===== src/rtl/serial_rx_pkg.sv =====
// Shared types and constants for the 8N1 serial receiver.
package serial_rx_pkg;

   typedef enum logic [2:0] {
      ST_IDLE,
      ST_START,
      ST_DATA,
      ST_STOP,
      ST_BREAK
   } rx_state_e;

   localparam int RX_DATA_BITS   = 8;
   localparam int RX_MIN_SYM_CNT = 4;

   function automatic logic maj3(input logic a, input logic b, input logic c);
      return (a & b) | (a & c) | (b & c);
   endfunction

endpackage


===== src/rtl/rx_sync.sv =====
// Two-flop synchroniser for asynchronous pin inputs; resets to the idle-high level.
module rx_sync (
   input  logic clk,
   input  logic rst_n,
   input  logic d_i,
   output logic q_o
);

   logic meta_q;
   logic sync_q;

   // NOTE: clocked state uses non-blocking assignments so every flop samples pre-edge values.
   always_ff @(posedge clk or negedge rst_n) begin
      if (!rst_n) begin
         meta_q <= 1'b1;
         sync_q <= 1'b1;
      end else begin
         meta_q <= d_i;
         sync_q <= meta_q;
      end
   end

   assign q_o = sync_q;

endmodule


===== src/rtl/serial_rx_os.sv =====
// 8N1 LSB-first serial receiver with centre sampling; define RX_MAJORITY_EN for
// a 2-of-3 vote over the samples at H-1, H and H+1 instead of a single sample at H.
module serial_rx_os
   import serial_rx_pkg::*;
#(
   parameter int SCW     = 8,
   parameter int sym_cnt = 138
) (
   input  logic       clk,
   input  logic       rst_n,
   input  logic       rx_serial,
   output logic [7:0] rx_dat,
   output logic       rx_stb,
   output logic       rx_err
);

   localparam int             H        = sym_cnt / 2;
   localparam logic [SCW-1:0] CNT_LAST = SCW'(sym_cnt - 1);
   localparam logic [SCW-1:0] CNT_HM1  = SCW'(H - 1);
   localparam logic [SCW-1:0] CNT_H    = SCW'(H);
   localparam logic [SCW-1:0] CNT_HP1  = SCW'(H + 1);
   localparam logic [3:0]     BIT_LAST = 4'(RX_DATA_BITS - 1);

   generate
      if (sym_cnt < RX_MIN_SYM_CNT || sym_cnt > (2 ** SCW) - 1) begin : g_bad_sym_cnt
         $error("serial_rx_os: sym_cnt out of range for SCW");
      end
   endgenerate

   logic            rxs;
   rx_state_e       state_q, state_d;
   logic [SCW-1:0]  cnt_q, cnt_d;
   logic [3:0]      bit_q, bit_d;
   logic [7:0]      shift_q, shift_d;
   logic [7:0]      dat_q, dat_d;
   logic            err_q, err_d;
   logic            stb_q, stb_d;
   logic            bit_val;
   logic            cnt_wrap;
   logic            decide;
   logic [SCW-1:0]  cnt_inc;

   rx_sync u_rx_sync (
      .clk   (clk),
      .rst_n (rst_n),
      .d_i   (rx_serial),
      .q_o   (rxs)
   );

   assign cnt_wrap = (cnt_q == CNT_LAST);
   assign cnt_inc  = cnt_wrap ? '0 : cnt_q + 1'b1;
   assign decide   = (cnt_q == CNT_HP1);

`ifdef RX_MAJORITY_EN
   logic s_hm1_q;
   logic s_h_q;

   always_ff @(posedge clk or negedge rst_n) begin
      if (!rst_n) begin
         s_hm1_q <= 1'b1;
         s_h_q   <= 1'b1;
      end else begin
         if (cnt_q == CNT_HM1) s_hm1_q <= rxs;
         if (cnt_q == CNT_H)   s_h_q   <= rxs;
      end
   end

   // Third vote is the live sample at H+1, the decision point.
   assign bit_val = maj3(s_hm1_q, s_h_q, rxs);
`else
   logic s_h_q;

   always_ff @(posedge clk or negedge rst_n) begin
      if (!rst_n) begin
         s_h_q <= 1'b1;
      end else if (cnt_q == CNT_H) begin
         s_h_q <= rxs;
      end
   end

   assign bit_val = s_h_q;
`endif

   // NOTE: every always_comb output gets a default first, so no path can infer a latch.
   always_comb begin
      state_d = state_q;
      cnt_d   = cnt_q;
      bit_d   = bit_q;
      shift_d = shift_q;
      dat_d   = dat_q;
      err_d   = err_q;
      stb_d   = 1'b0;

      unique case (state_q)
         ST_IDLE: begin
            cnt_d = '0;
            bit_d = '0;
            // The detecting cycle is count 0 of the start bit, so START begins at 1.
            if (!rxs) begin
               state_d = ST_START;
               cnt_d   = SCW'(1);
            end
         end
         ST_START: begin
            cnt_d = cnt_inc;
            if (decide && bit_val) begin
               state_d = ST_IDLE;
               cnt_d   = '0;
            end else if (cnt_wrap) begin
               state_d = ST_DATA;
            end
         end
         ST_DATA: begin
            cnt_d = cnt_inc;
            if (decide) shift_d = {bit_val, shift_q[7:1]};
            if (cnt_wrap) begin
               if (bit_q == BIT_LAST) begin
                  state_d = ST_STOP;
                  bit_d   = '0;
               end else begin
                  bit_d = bit_q + 4'd1;
               end
            end
         end
         ST_STOP: begin
            cnt_d = cnt_inc;
            // Leave mid stop bit so a following start edge is never missed.
            if (decide) begin
               dat_d   = shift_q;
               err_d   = ~bit_val;
               stb_d   = 1'b1;
               cnt_d   = '0;
               state_d = bit_val ? ST_IDLE : ST_BREAK;
            end
         end
         ST_BREAK: begin
            cnt_d = '0;
            if (rxs) state_d = ST_IDLE;
         end
         default: begin
            state_d = ST_IDLE;
            cnt_d   = '0;
         end
      endcase
   end

   always_ff @(posedge clk or negedge rst_n) begin
      if (!rst_n) begin
         state_q <= ST_IDLE;
         cnt_q   <= '0;
         bit_q   <= '0;
         shift_q <= '0;
         dat_q   <= '0;
         err_q   <= 1'b0;
         stb_q   <= 1'b0;
      end else begin
         state_q <= state_d;
         cnt_q   <= cnt_d;
         bit_q   <= bit_d;
         shift_q <= shift_d;
         dat_q   <= dat_d;
         err_q   <= err_d;
         stb_q   <= stb_d;
      end
   end

   assign rx_dat = dat_q;
   assign rx_stb = stb_q;
   assign rx_err = err_q;

endmodule


===== config.mk =====
export PLATFORM = sky130hd
export DESIGN_NAME = serial_rx_os
export DESIGN_NICKNAME = d
export VERILOG_FILES = /design/src/rtl/serial_rx_pkg.sv /design/src/rtl/rx_sync.sv /design/src/rtl/serial_rx_os.sv
export SDC_FILE = /design/constraint.sdc
export NUM_CORES = 1
export LEC_CHECK = 0
export BUFFER_PORTS_ARGS = -buffer_cell sky130_fd_sc_hd__buf_4
export CORE_MARGIN = 1
export CORE_UTILIZATION = 35
export CTS_CLUSTER_SIZE = 12
export DETAILED_ROUTE_END_ITERATION = 12
export PLACE_DENSITY_LB_ADDON = 0.15
export SYNTH_ARGS = -nofsm -noshare
export SYNTH_HDL_FRONTEND = slang
export SYNTH_SLANG_ARGS = --single-unit

===== constraint.sdc =====
create_clock -name clk -period 4.13 [get_ports clk]
set_input_delay 1.0325 -clock clk [delete_from_list [all_inputs] [get_ports clk]]
set_output_delay 1.0325 -clock clk [all_outputs]
set_load 0.05 [all_outputs]

==> reports/results.tsv <==
stage	metric	value	unit
global_routing	grt_pass1_wl	5310	um
logic_synthesis	syn_inst	139	
setup_path	cp-startpoint	state_q[1]	
routing	avgViaCountPerCell	4.92	
clock_tree	clkSlewWorstSetupHoldPaths	0.07	ns
setup_path	reg2regPathDepth	3	
power	power_density	315	nW/um^2
floorplan	start_util	36.6	%
clock_tree	h-tree-depth	2	
global_routing	grt_max_degree	37	
setup_path	max_stage_delay	0.67	ns
floorplan	die_w	72.5	um
routing	wl_met3	107	um
logic_synthesis	synth.distinct_cells	45	
sta	hold_viol	0	
final_layout	fillers	475	
logic_synthesis	yosysSeqAreaShare	51.9	%
routing	postRouteWirelength	3030	um
final_layout	regArea	905	sq um
logic_synthesis	ys.flop_type	dfrtp_1	
sta	fin_setup_tns	0	ns
sta	finalCriticalPeriod	1.99	ns
setup_path	startpoint_type	register	
routing	wl_met1	1490	um
floorplan	io_pins	13	
floorplan	core	4750	sq um
setup_path	crit_arrival	2.15	ns
logic_synthesis	synth_common_cells	33 x dfrtp_1, 18 x mux2_2, 13 x nor2_1	
floorplan	fp-row-count	25	
power	power	0.619	mW
sta	slew-limit-headroom	60.0	%
placed_design	place.port_buffers	12	
final_layout	multi_input_area	764	sq um
setup_path	reg2reg_to	rx_dat[6]	
power	cellLeakagePower	0.926	nW
logic_synthesis	yosysMostFrequentCell	dfrtp_1	
setup_path	path_max_fanout	16	
final_layout	antennaDiodeCount	0	
clock_tree	cts_buffer_depth	2	
hold_path	hold_depth	0	
logic_synthesis	synth.net_count	146	
clock_tree	cts_sinks	36	
routing	drt-initial-drc-count	61	
clock_tree	cts-resized-gates	0	
setup_path	crit_type	reg -> reg	
logic_synthesis	async_flop_share	100	%
routing	drc	0	
logic_synthesis	synth_top_area_share	47.4	%
logic_synthesis	yosys_warnings	0	
routing	dr_wl_met2	1380	um
floorplan	die_area	5260	sq um
clock_tree	cts_buffers	5	
final_layout	nets	161	
flow_run	cap_viol_max_count	0	
setup_path	required	4.29	ns
global_routing	grt_pass1_vias	1138	
global_routing	grt_overflow_total	0	
sta	slew_violations	0	
global_routing	track_usage	13.3	%
final_layout	drive_gt1_share	32.9	%
sta	rsz0062_at_grt	false	
routing	first_pass_iters	4	
logic_synthesis	yosysTopAreaCell	dfrtp_1	
setup_path	worst-path-buf-inv	0	
setup_path	crit_chain	and3b_1 > nand4_1 > mux2_2	
logic_synthesis	synth-seq-cells	36	
routing	vias	1093	
global_routing	antenna_found_initial	0	
logic_synthesis	synth_edf_count	0	
clock_tree	cts_tree	done	
setup_path	cp-end-kind	register	
sta	fin_skew	0.00622	ns
sta	worst_slew_pin_slew	0.599	ns
sta	fin_crit_sh	48.1	%
routing	top_layer_used	met4	
setup_path	cpLargestDelayFamily	simple AND/OR/NAND/NOR gates	
routing	ant_nets	0	
power	peakVddDrop	0.000125	V
setup_path	critPathSlowestCell	dfrtp_1	
floorplan	dieHeight	72.5	um
final_layout	syn2layout_area_growth	12.7	%
routing	wl_per_cell	13.7	um
placed_design	place.gp.congestion	0.763	
hold_path	min_to	u_rx_sync.q_o	
logic_synthesis	syn_avg_cell_area	12.5	sq um
setup_path	r2r_start	state_q[1]	
clock_tree	cts-root-buf	clkbuf_8	
placed_design	hpwl	2100	um
hold_path	hold_path_class	reg -> reg	
sta	max_freq	503	MHz
clock_tree	clk_latency	0.28	ns
hold_path	hold_start	u_rx_sync.meta_q	
logic_synthesis	netlist_area	1740	sq um
setup_path	r2r_slack	2.14	ns
sta	final-setup-viol-count	0	
final_layout	final_util	41.3	%
outcome	outcome	complete, no violations	
clock_tree	holdBufCountCts	0	
logic_synthesis	synth_area_leaders	dfrtp_1 47%, mux2_2 12%, dfstp_2 4.5%	
clock_tree	post_cts_buffers	0	
routing by layer:
metal | GRT usage (%) | vias up
met4 | 5.45 | 0
met2 | 19.9 | 14
li1 | - | 527
met5 | 0 | -
met3 | 4.31 | 6
met1 | 17.6 | 546
where the power goes:
group	internal (mW)	switching, mW	leakage (nW)	total, mW
logic	0.00143	0.00660	0.408	0.00803
clock network	0.135	0.121	0.0445	0.256
registers	0.354	0.000674	0.473	0.355
cell families (layout without fill, tap and decap cells):
family | count (synthesis) | in the layout | share of synthesized area [%]
adders and majority gates | 4 | 4 | 2.87
AOI/OAI and AO/OA | 17 | 17 | 8.55
and+or+nand+nor | 44 | 44 | 15.9
buffers and inverters | 11 | 27 | 4.17
DFF | 36 | 36 | 51.9
xor gates and xnor gates | 7 | 7 | 3.52
muxes | 20 | 20 | 13.1
cell usage in the layout, fill, tap and decap left out, drive strengths merged, types with 2 or more instances in the layout:
cell type  count
dfrtp         33
nand4          2
and3           4
nand3b         2
dfstp          3
nand3         10
or2            2
buf           12
mux2          19
xor2           6
a21oi          2
ha             4
clkbuf         7
a22o           3
nand2          3
nor2          14
inv            7
and4bb         2
a2111oi        2
how the worst max path moves through the flow:
stage / depth (start not counted) / endpoint / slack [ns]
finish: 3 / rx_dat[6] / 2.14
global route: 3 / rx_dat[6] / 1.98
CTS: 3 / rx_dat[6] / 2.16
detailed placement: 3 / rx_dat[7] / 2.18
global placement: 3 / rx_dat[6] / 2.25
floorplan: 0 / rx_err / 2.50
flip-flops by register name (all words and copies together) (netlist names):
name	flops
bit_q	4
rx_stb	1
shift_q	8
cnt_q	8
bit_val	1
rx_dat	8
u_rx_sync.meta_q	1
state_q	3
rx_err	1
u_rx_sync.q_o	1
per-stage QoR:
stage          instances  setup slack [ns]  hold slack (ns)  area, sq um
2_1_floorplan        139              2.50            0.345         1740
3_3_place_gp         214              2.25            0.346         1870
3_5_place_dp         214              2.18            0.347         1870
4_1_cts              222              2.16            0.357         1960
5_1_grt              222              1.98            0.362         1960
6_report             222              2.14            0.356         1960
cell type report:
class / count / area share, %
multi-input cells: 92 / 38.9
repair buffers: 12 / 4.59
well taps: 67 / 4.27
inverters: 7 / 1.34
clock buffers: 7 / 4.40
flip-flops and latches: 36 / 46.1
clock inverters: 1 / 0.382
No activity file was read; power rests on OpenSTA's default activity.
